<file path="src/rtl/axi4lite_req_frontend_if.sv">
// Bus bundle between the AXI4-Lite slave front end and its neighbours: the AXI4-Lite
// master on one side, the APB master stage request/status port on the other.
interface axi4lite_req_frontend_if;
  // AXI4-Lite write address / write data / write response
  logic        AWVALID;
  logic        AWREADY;
  logic [31:0] AWADDR;
  logic [2:0]  AWPROT;
  logic        WVALID;
  logic        WREADY;
  logic [31:0] WDATA;
  logic [3:0]  WSTRB;
  logic        BVALID;
  logic        BREADY;
  logic [1:0]  BRESP;
  // AXI4-Lite read address / read data
  logic        ARVALID;
  logic        ARREADY;
  logic [31:0] ARADDR;
  logic [2:0]  ARPROT;
  logic        RVALID;
  logic        RREADY;
  logic [31:0] RDATA;
  logic [1:0]  RRESP;
  // Request port of the APB master stage plus APB bus taps
  logic        STREQ;
  logic        SWRT;
  logic        SSEL;
  logic [31:0] SADDR;
  logic [31:0] SWDATA;
  logic [31:0] SRDATA;
  logic [1:0]  Out_State;
  logic        PREADY;
  logic        PSLVERR;

  // View of the front end itself
  modport slave (
    input  AWVALID, AWADDR, AWPROT, WVALID, WDATA, WSTRB, BREADY,
    input  ARVALID, ARADDR, ARPROT, RREADY,
    input  SRDATA, Out_State, PREADY, PSLVERR,
    output AWREADY, WREADY, BVALID, BRESP, ARREADY, RVALID, RDATA, RRESP,
    output STREQ, SWRT, SSEL, SADDR, SWDATA
  );

  // View of the surrounding environment (AXI master and APB master stage)
  modport master (
    output AWVALID, AWADDR, AWPROT, WVALID, WDATA, WSTRB, BREADY,
    output ARVALID, ARADDR, ARPROT, RREADY,
    output SRDATA, Out_State, PREADY, PSLVERR,
    input  AWREADY, WREADY, BVALID, BRESP, ARREADY, RVALID, RDATA, RRESP,
    input  STREQ, SWRT, SSEL, SADDR, SWDATA
  );
endinterface

</file>
<file path="src/rtl/axi4lite_req_frontend.sv">
// AXI4-Lite slave front end of the AXI4-Lite-to-APB bridge. Buffers one AW, one W and
// one AR beat, arbitrates write vs read with alternating priority on contests, issues a
// single-cycle request to the APB master and returns the B/R response.
module axi4lite_req_frontend #(
  parameter int unsigned ADDR_WIDTH  = 32,
  parameter int unsigned DATA_WIDTH  = 32,
  parameter bit          WRITE_FIRST = 1'b1
) (
  input logic                   PCLK,
  input logic                   PRESETn,
  axi4lite_req_frontend_if.slave bus
);

  typedef enum logic [1:0] {StIdle, StIssue, StWait, StResp} state_e;

  state_e                  r_state;
  state_e                  w_state_next;

  logic                    r_aw_full, r_w_full, r_ar_full;
  logic                    r_awready, r_wready, r_arready;
  logic [ADDR_WIDTH-1:0]   r_aw_addr, r_ar_addr;
  logic [DATA_WIDTH-1:0]   r_w_data;
  logic                    r_prio_wr;

  logic [ADDR_WIDTH-1:0]   r_saddr;
  logic [DATA_WIDTH-1:0]   r_swdata;
  logic                    r_swrt, r_ssel;
  logic                    r_bvalid, r_rvalid;
  logic [1:0]              r_bresp, r_rresp;
  logic [DATA_WIDTH-1:0]   r_rdata;

  logic w_aw_hs, w_w_hs, w_ar_hs;
  logic w_aw_full_next, w_w_full_next, w_ar_full_next;
  logic w_wr_cand, w_rd_cand, w_contest;
  logic w_grant_wr, w_grant_rd;
  logic w_done, w_resp_hs;
  logic [1:0] w_resp;
  logic w_unused;

  // Protection and strobes are not forwarded to APB
  assign w_unused = ^{bus.AWPROT, bus.WSTRB, bus.ARPROT};

  assign w_aw_hs   = bus.AWVALID & r_awready;
  assign w_w_hs    = bus.WVALID  & r_wready;
  assign w_ar_hs   = bus.ARVALID & r_arready;
  assign w_wr_cand = r_aw_full & r_w_full;
  assign w_rd_cand = r_ar_full;
  assign w_contest = w_wr_cand & w_rd_cand;
  assign w_done    = (r_state == StWait) && (bus.Out_State == 2'd2) && bus.PREADY;
  assign w_resp_hs = (r_bvalid & bus.BREADY) | (r_rvalid & bus.RREADY);
  assign w_resp    = bus.PSLVERR ? 2'b10 : 2'b00;

  // A slot never captures and gets granted in the same cycle: READY is low while full
  assign w_aw_full_next = (r_aw_full & ~w_grant_wr) | w_aw_hs;
  assign w_w_full_next  = (r_w_full  & ~w_grant_wr) | w_w_hs;
  assign w_ar_full_next = (r_ar_full & ~w_grant_rd) | w_ar_hs;

  // Arbitration: only from IDLE with the APB master idle; priority decides contests
  always_comb begin
    w_grant_wr = 1'b0;
    w_grant_rd = 1'b0;
    if ((r_state == StIdle) && (bus.Out_State == 2'd0)) begin
      if (w_contest) begin
        w_grant_wr = r_prio_wr;
        w_grant_rd = ~r_prio_wr;
      end else begin
        w_grant_wr = w_wr_cand;
        w_grant_rd = w_rd_cand;
      end
    end
  end

  // Holding registers; READY is registered so it reads 0 while in reset
  always_ff @(posedge PCLK or negedge PRESETn) begin
    if (!PRESETn) begin
      r_aw_full <= 1'b0;
      r_w_full  <= 1'b0;
      r_ar_full <= 1'b0;
      r_awready <= 1'b0;
      r_wready  <= 1'b0;
      r_arready <= 1'b0;
      r_aw_addr <= '0;
      r_w_data  <= '0;
      r_ar_addr <= '0;
    end else begin
      r_aw_full <= w_aw_full_next;
      r_w_full  <= w_w_full_next;
      r_ar_full <= w_ar_full_next;
      r_awready <= ~w_aw_full_next;
      r_wready  <= ~w_w_full_next;
      r_arready <= ~w_ar_full_next;
      if (w_aw_hs) r_aw_addr <= bus.AWADDR;
      if (w_w_hs)  r_w_data  <= bus.WDATA;
      if (w_ar_hs) r_ar_addr <= bus.ARADDR;
    end
  end

  // FSM state register
  always_ff @(posedge PCLK or negedge PRESETn) begin
    if (!PRESETn) r_state <= StIdle;
    else          r_state <= w_state_next;
  end

  // FSM next-state logic
  always_comb begin
    w_state_next = r_state;
    unique case (r_state)
      StIdle:  if (w_grant_wr || w_grant_rd) w_state_next = StIssue;
      StIssue: w_state_next = StWait;
      StWait:  if (w_done) w_state_next = StResp;
      StResp:  if (w_resp_hs) w_state_next = StIdle;
      default: w_state_next = StIdle;
    endcase
  end

  // FSM outputs; STREQ is masked in Access so the master cannot re-enter Setup
  always_comb begin
    bus.STREQ = (r_state == StIssue) && (bus.Out_State != 2'd2);
  end

  // Request/response datapath and priority tracking
  always_ff @(posedge PCLK or negedge PRESETn) begin
    if (!PRESETn) begin
      r_prio_wr <= WRITE_FIRST;
      r_saddr   <= '0;
      r_swrt    <= 1'b0;
      r_swdata  <= '0;
      r_ssel    <= 1'b0;
      r_bvalid  <= 1'b0;
      r_bresp   <= 2'b00;
      r_rvalid  <= 1'b0;
      r_rresp   <= 2'b00;
      r_rdata   <= '0;
    end else begin
      if (w_contest && (w_grant_wr || w_grant_rd)) r_prio_wr <= ~r_prio_wr;
      if (w_grant_wr) begin
        r_saddr  <= r_aw_addr;
        r_swrt   <= 1'b1;
        r_swdata <= r_w_data;
      end else if (w_grant_rd) begin
        r_saddr  <= r_ar_addr;
        r_swrt   <= 1'b0;
      end
      if (r_state == StIssue) r_ssel <= 1'b1;
      if (w_done) begin
        r_ssel <= 1'b0;
        if (r_swrt) begin
          r_bvalid <= 1'b1;
          r_bresp  <= w_resp;
        end else begin
          r_rvalid <= 1'b1;
          r_rresp  <= w_resp;
          r_rdata  <= bus.SRDATA;
        end
      end
      if (r_bvalid && bus.BREADY) r_bvalid <= 1'b0;
      if (r_rvalid && bus.RREADY) r_rvalid <= 1'b0;
    end
  end

  assign bus.AWREADY = r_awready;
  assign bus.WREADY  = r_wready;
  assign bus.ARREADY = r_arready;
  assign bus.BVALID  = r_bvalid;
  assign bus.BRESP   = r_bresp;
  assign bus.RVALID  = r_rvalid;
  assign bus.RRESP   = r_rresp;
  assign bus.RDATA   = r_rdata;
  assign bus.SWRT    = r_swrt;
  assign bus.SSEL    = r_ssel;
  assign bus.SADDR   = r_saddr;
  assign bus.SWDATA  = r_swdata;

endmodule
</file>
<file path="src/flat_wrapper.sv">
// flat-port wrapper written by rule: the top's interface ports become plain ports
module axi4lite_req_frontend_flat 
#(
  parameter int unsigned ADDR_WIDTH  = 32,
  parameter int unsigned DATA_WIDTH  = 32,
  parameter bit          WRITE_FIRST = 1'b1
)
  (PCLK, PRESETn, bus_AWVALID, bus_AWADDR, bus_AWPROT, bus_WVALID, bus_WDATA, bus_WSTRB, bus_BREADY, bus_ARVALID, bus_ARADDR, bus_ARPROT, bus_RREADY, bus_SRDATA, bus_Out_State, bus_PREADY, bus_PSLVERR, bus_AWREADY, bus_WREADY, bus_BVALID, bus_BRESP, bus_ARREADY, bus_RVALID, bus_RDATA, bus_RRESP, bus_STREQ, bus_SWRT, bus_SSEL, bus_SADDR, bus_SWDATA);
  axi4lite_req_frontend_if bus_i ();
  input logic PCLK;
  input logic PRESETn;
  input wire logic [$bits(bus_i.AWVALID)-1:0] bus_AWVALID;
  input wire logic [$bits(bus_i.AWADDR)-1:0] bus_AWADDR;
  input wire logic [$bits(bus_i.AWPROT)-1:0] bus_AWPROT;
  input wire logic [$bits(bus_i.WVALID)-1:0] bus_WVALID;
  input wire logic [$bits(bus_i.WDATA)-1:0] bus_WDATA;
  input wire logic [$bits(bus_i.WSTRB)-1:0] bus_WSTRB;
  input wire logic [$bits(bus_i.BREADY)-1:0] bus_BREADY;
  input wire logic [$bits(bus_i.ARVALID)-1:0] bus_ARVALID;
  input wire logic [$bits(bus_i.ARADDR)-1:0] bus_ARADDR;
  input wire logic [$bits(bus_i.ARPROT)-1:0] bus_ARPROT;
  input wire logic [$bits(bus_i.RREADY)-1:0] bus_RREADY;
  input wire logic [$bits(bus_i.SRDATA)-1:0] bus_SRDATA;
  input wire logic [$bits(bus_i.Out_State)-1:0] bus_Out_State;
  input wire logic [$bits(bus_i.PREADY)-1:0] bus_PREADY;
  input wire logic [$bits(bus_i.PSLVERR)-1:0] bus_PSLVERR;
  output wire logic [$bits(bus_i.AWREADY)-1:0] bus_AWREADY;
  output wire logic [$bits(bus_i.WREADY)-1:0] bus_WREADY;
  output wire logic [$bits(bus_i.BVALID)-1:0] bus_BVALID;
  output wire logic [$bits(bus_i.BRESP)-1:0] bus_BRESP;
  output wire logic [$bits(bus_i.ARREADY)-1:0] bus_ARREADY;
  output wire logic [$bits(bus_i.RVALID)-1:0] bus_RVALID;
  output wire logic [$bits(bus_i.RDATA)-1:0] bus_RDATA;
  output wire logic [$bits(bus_i.RRESP)-1:0] bus_RRESP;
  output wire logic [$bits(bus_i.STREQ)-1:0] bus_STREQ;
  output wire logic [$bits(bus_i.SWRT)-1:0] bus_SWRT;
  output wire logic [$bits(bus_i.SSEL)-1:0] bus_SSEL;
  output wire logic [$bits(bus_i.SADDR)-1:0] bus_SADDR;
  output wire logic [$bits(bus_i.SWDATA)-1:0] bus_SWDATA;
  assign bus_i.AWVALID = bus_AWVALID;
  assign bus_i.AWADDR = bus_AWADDR;
  assign bus_i.AWPROT = bus_AWPROT;
  assign bus_i.WVALID = bus_WVALID;
  assign bus_i.WDATA = bus_WDATA;
  assign bus_i.WSTRB = bus_WSTRB;
  assign bus_i.BREADY = bus_BREADY;
  assign bus_i.ARVALID = bus_ARVALID;
  assign bus_i.ARADDR = bus_ARADDR;
  assign bus_i.ARPROT = bus_ARPROT;
  assign bus_i.RREADY = bus_RREADY;
  assign bus_i.SRDATA = bus_SRDATA;
  assign bus_i.Out_State = bus_Out_State;
  assign bus_i.PREADY = bus_PREADY;
  assign bus_i.PSLVERR = bus_PSLVERR;
  assign bus_AWREADY = bus_i.AWREADY;
  assign bus_WREADY = bus_i.WREADY;
  assign bus_BVALID = bus_i.BVALID;
  assign bus_BRESP = bus_i.BRESP;
  assign bus_ARREADY = bus_i.ARREADY;
  assign bus_RVALID = bus_i.RVALID;
  assign bus_RDATA = bus_i.RDATA;
  assign bus_RRESP = bus_i.RRESP;
  assign bus_STREQ = bus_i.STREQ;
  assign bus_SWRT = bus_i.SWRT;
  assign bus_SSEL = bus_i.SSEL;
  assign bus_SADDR = bus_i.SADDR;
  assign bus_SWDATA = bus_i.SWDATA;
  axi4lite_req_frontend #(.ADDR_WIDTH(ADDR_WIDTH), .DATA_WIDTH(DATA_WIDTH), .WRITE_FIRST(WRITE_FIRST)) u_core (.PCLK(PCLK), .PRESETn(PRESETn), .bus(bus_i));
endmodule
</file>
<file path="config.mk">
export PLATFORM = sky130hd
export DESIGN_NAME = axi4lite_req_frontend_flat
export DESIGN_NICKNAME = d
export VERILOG_FILES = /design/src/rtl/axi4lite_req_frontend_if.sv /design/src/rtl/axi4lite_req_frontend.sv /design/src/flat_wrapper.sv
export SDC_FILE = /design/constraint.sdc
export NUM_CORES = 1
export LEC_CHECK = 0
export ABC_AREA = 1
export CAP_MARGIN = 15
export CORE_ASPECT_RATIO = 0.8
export CORE_MARGIN = 2
export CORE_UTILIZATION = 45
export CTS_CLUSTER_DIAMETER = 30
export DETAILED_ROUTE_END_ITERATION = 8
export PLACE_DENSITY_LB_ADDON = 0.05
export SYNTH_ARGS = -nofsm -noshare
export SYNTH_HDL_FRONTEND = slang
export SYNTH_SLANG_ARGS = --single-unit
export TNS_END_PERCENT = 10
</file>
<file path="constraint.sdc">
create_clock -name PCLK -period 1.97 [get_ports PCLK]
set_input_delay 0.394 -clock PCLK [delete_from_list [all_inputs] [get_ports PCLK]]
set_output_delay 0.394 -clock PCLK [all_outputs]
set_load 0.02 [all_outputs]
</file>
==> run_results.csv <==
group,metric,value,unit
layout,area_growth,51.2,%
critical_path,cp-startpoint,"u_core.bus.SWRT$_DFFE_PN0P_",
logic_synthesis,yosysTopAreaCellShare,63.2,%
logic_synthesis,synth_cell_types,27,
logic_synthesis,synth_top_family_by_area,"simple AND/OR/NAND/NOR gates",
critical_path,critical_path.max_stage_delay,0.64,ns
sta,setup_viol_count_final,0,
logic_synthesis,synth_flop_cell,"dfrtp_1",
critical_path,critPathRequiredTime,1.58,ns
detailed_routing,viasPerCell,4.92,
detailed_routing,postRouteWirelength,20.2,mm
logic_synthesis,netlist_area,8150,sq um
detailed_routing,ant_nets,0,
floorplan,coreArea,17500,sq um
critical_path,cp-end-kind,"output pin",
clocking,clock_latency,0.49,ns
critical_path,worstPathCellList,"clkdlybuf4s50_1",
floorplan,die_width,154,um
logic_synthesis,synth_cells,769,
layout,n_antenna_cell,0,
logic_synthesis,synth_edf_count,0,
logic_synthesis,avgSynthCellArea,10.6,sq um
critical_path,worstSetupPathType,"reg2out",
layout,layout-drive-gt1-share,16.0,%
layout,nNetsFinal,1197,
floorplan,start_util,46.5,%
layout,layout.cells.non_filler,1297,
sta,fmax,520,MHz
sta,finalHoldViolCount,0,
clocking,cts_buffers,38,
global_route,grt_pass1_vias,6427,
floorplan,die_y,124,um
floorplan,ios,257,
clocking,cts-root-buf,"clkbuf_16",
detailed_routing,drc_errors,0,
sta,tns,0,ns
placement,hpwlAfterDp,13.6,mm
power,p_leak,5.80,nW
logic_synthesis,synth_xor_area_share,0.107,%
placement,gp_congestion,0.751,
power,p_per_area,1700,nW/um^2
sta,worst_clock_skew,0.00984,ns
sta,min_period,1.92,ns
critical_path,critical-path-top-delay-family,"buffers and inverters",
logic_synthesis,synth_warnings,0,
global_route,track_usage,21.3,%
floorplan,num_rows,43,
flow_run,maxCapViolations,0,
global_route,grt_start_max_net_pins,49,
logic_synthesis,ys_top_cells_by_area,"dfrtp_1, mux2_2, nand2_1",
global_route,grt_pass1_wl,32.9,mm
critical_path,critPathMaxFanout,4,
outcome,outcome,"complete, no violations",
sta,finalCritPeriodShare,97.7,%
critical_path,cp.arrival,1.53,ns
min_path,hold_class,"in2async",
logic_synthesis,yosysMostFrequentCell,"dfrtp_1",
logic_synthesis,synth_area_leader_cell,"dfrtp_1",
logic_synthesis,ys_seq_area_share,63.6,%
logic_synthesis,synthAdderAreaFrac,0.768,%
logic_synthesis,synth_compound_area_share,4.82,%
layout,regArea,5180,sq um
placement,dpl.cell_count,1227,
detailed_routing,vias,6387,
layout,utilization,70.3,%
sta,rsz0062_at_grt,"false",
global_route,grt.overflow.total,0,
logic_synthesis,yosys.area_share.simple,16.8,%
clocking,cts.sinks,207,
critical_path,r2r-start,"u_core.r_state[1]$_DFFE_PN0P_",
layout,multi_input_area,2560,sq um
detailed_routing,drt_first_pass_iters,4,
critical_path,crit_path_start_kind,"flip-flop",
logic_synthesis,synth_common_cells,"dfrtp_1, nand2_1, nand3_1",
clocking,cts.clk_slew.worst_paths,0.05,ns
sta,timing.hold.ws,0.432,ns
clocking,cts_tree,"built",
logic_synthesis,synthMuxAreaShare,8.70,%
sta,drv_slew,0,
detailed_routing,drt_iter0_markers,365,
critical_path,crit_buf_inv,1,
critical_path,cp_slowest_cell,"clkdlybuf4s50_1",
layout,num-fill-cells,1360,
clocking,cts.htree.levels,2,
global_route,antenna_found_initial,0,
placement,io_buffers,244,
detailed_routing,wl_per_cell,15.6,um
logic_synthesis,synth_seq_cells,207,
power,total_power,0.0209,W
floorplan,die_area,19200,sq um
power,ir_drop,0.833,mV
logic_synthesis,synthArstFlopShare,100,%
clocking,cts_buffer_depth,3,
==> layout make-up <==
type	instances	share of cell area (%)
sequential	207	42.0
timing repair buffer	277	22.8
multi-input combinational	471	20.8
clock buffer	47	8.59
tap	225	2.28
clock inverter	22	2.05
inverter	48	1.46
==> logic make-up after synthesis <==
| family | count (synthesis) |
|---|---|
| and+or+nand+nor | 323 |
| other | 1 |
| DFF | 207 |
| adders and majority gates | 5 |
| muxes | 63 |
| xor gates and xnor gates | 1 |
| buffers and inverters | 92 |
| AOI/OAI and AO/OA | 77 |
==> worst paths after layout <==
path | end | slack (ns) | cells past startpoint
worst max-delay path | bus_SWRT | 0.05 | 1
worst min-delay path | u_core.bus.RDATA[29]$_DFFE_PN0P_ | 0.43 | 2
worst max register to register | u_core.bus.WREADY$_DFF_PN0_ | 0.27 | 11
worst min register to register | u_core.bus.RDATA[12]$_DFFE_PN0P_ | 0.46 | 2
max in group asynchronous | u_core.bus.SADDR[23]$_DFFE_PN0P_ | 0.91 | 3
min in group PCLK | u_core.bus.RDATA[12]$_DFFE_PN0P_ | 0.46 | 2
==> state kept, by name (all words and copies together) (netlist names), 2 cells and up <==
register and cells:
u_core.bus.RDATA 32, u_core.bus.SADDR 32, u_core.bus.SWDATA 32, u_core.r_ar_addr 32, u_core.r_aw_addr 32, u_core.r_state 2, u_core.r_w_data 32
==> per-layer routing <==
layer	vias up	GRT usage [%]	routed length, um
li1	3080	-	-
met1	3042	27.9	8820
met2	231	33.5	9030
met3	34	7.31	1880
met4	0	7.08	459
met5	-	0	0
==> timing repair <==
item                       4_1_cts  5_1_grt
setup endpoints to repair        1        1
gates resized for setup          5        2
setup buffers                    0        0
hold buffers                     1        0
hold endpoints to repair        43        0
==> where the power goes <==
group          leakage (nW)  internal, W  switching (W)
clock                 0.641      0.00437        0.00214
sequential             2.51      0.00631        0.00101
combinational          2.65      0.00349        0.00361
==> cells in the final DEF (no fill, tap or decap), drive strengths merged <==
| cell type | instances |
|---|---|
| clkdlybuf4s50 | 242 |
| dfrtp | 206 |
| nand2 | 184 |
| nand3 | 100 |
| mux2 | 63 |
| inv | 51 |
| clkbuf | 48 |
| a21oi | 38 |
| o21ai | 36 |
| nor2 | 35 |
| buf | 33 |
| clkinv | 13 |
| ha | 5 |
| bufinv | 4 |
| conb | 2 |
| clkinvlp | 2 |
| nand4 | 2 |
| a21boi | 1 |
| or2 | 1 |
| nor3 | 1 |
| xor2 | 1 |
| o21bai | 1 |
| o211ai | 1 |
| dlygate4sd3 | 1 |
| dfstp | 1 |
==> stage by stage <==
step                instance area [sq um]  setup WS (ns)
floorplan                            8150          0.423
global placement                    11000         -0.119
detailed placement                  11000         -0.132
CTS                                 12300         0.0276
global route                        12300         0.0147
finish                              12300         0.0458
Note: power is estimated with default switching activity, not from simulation.
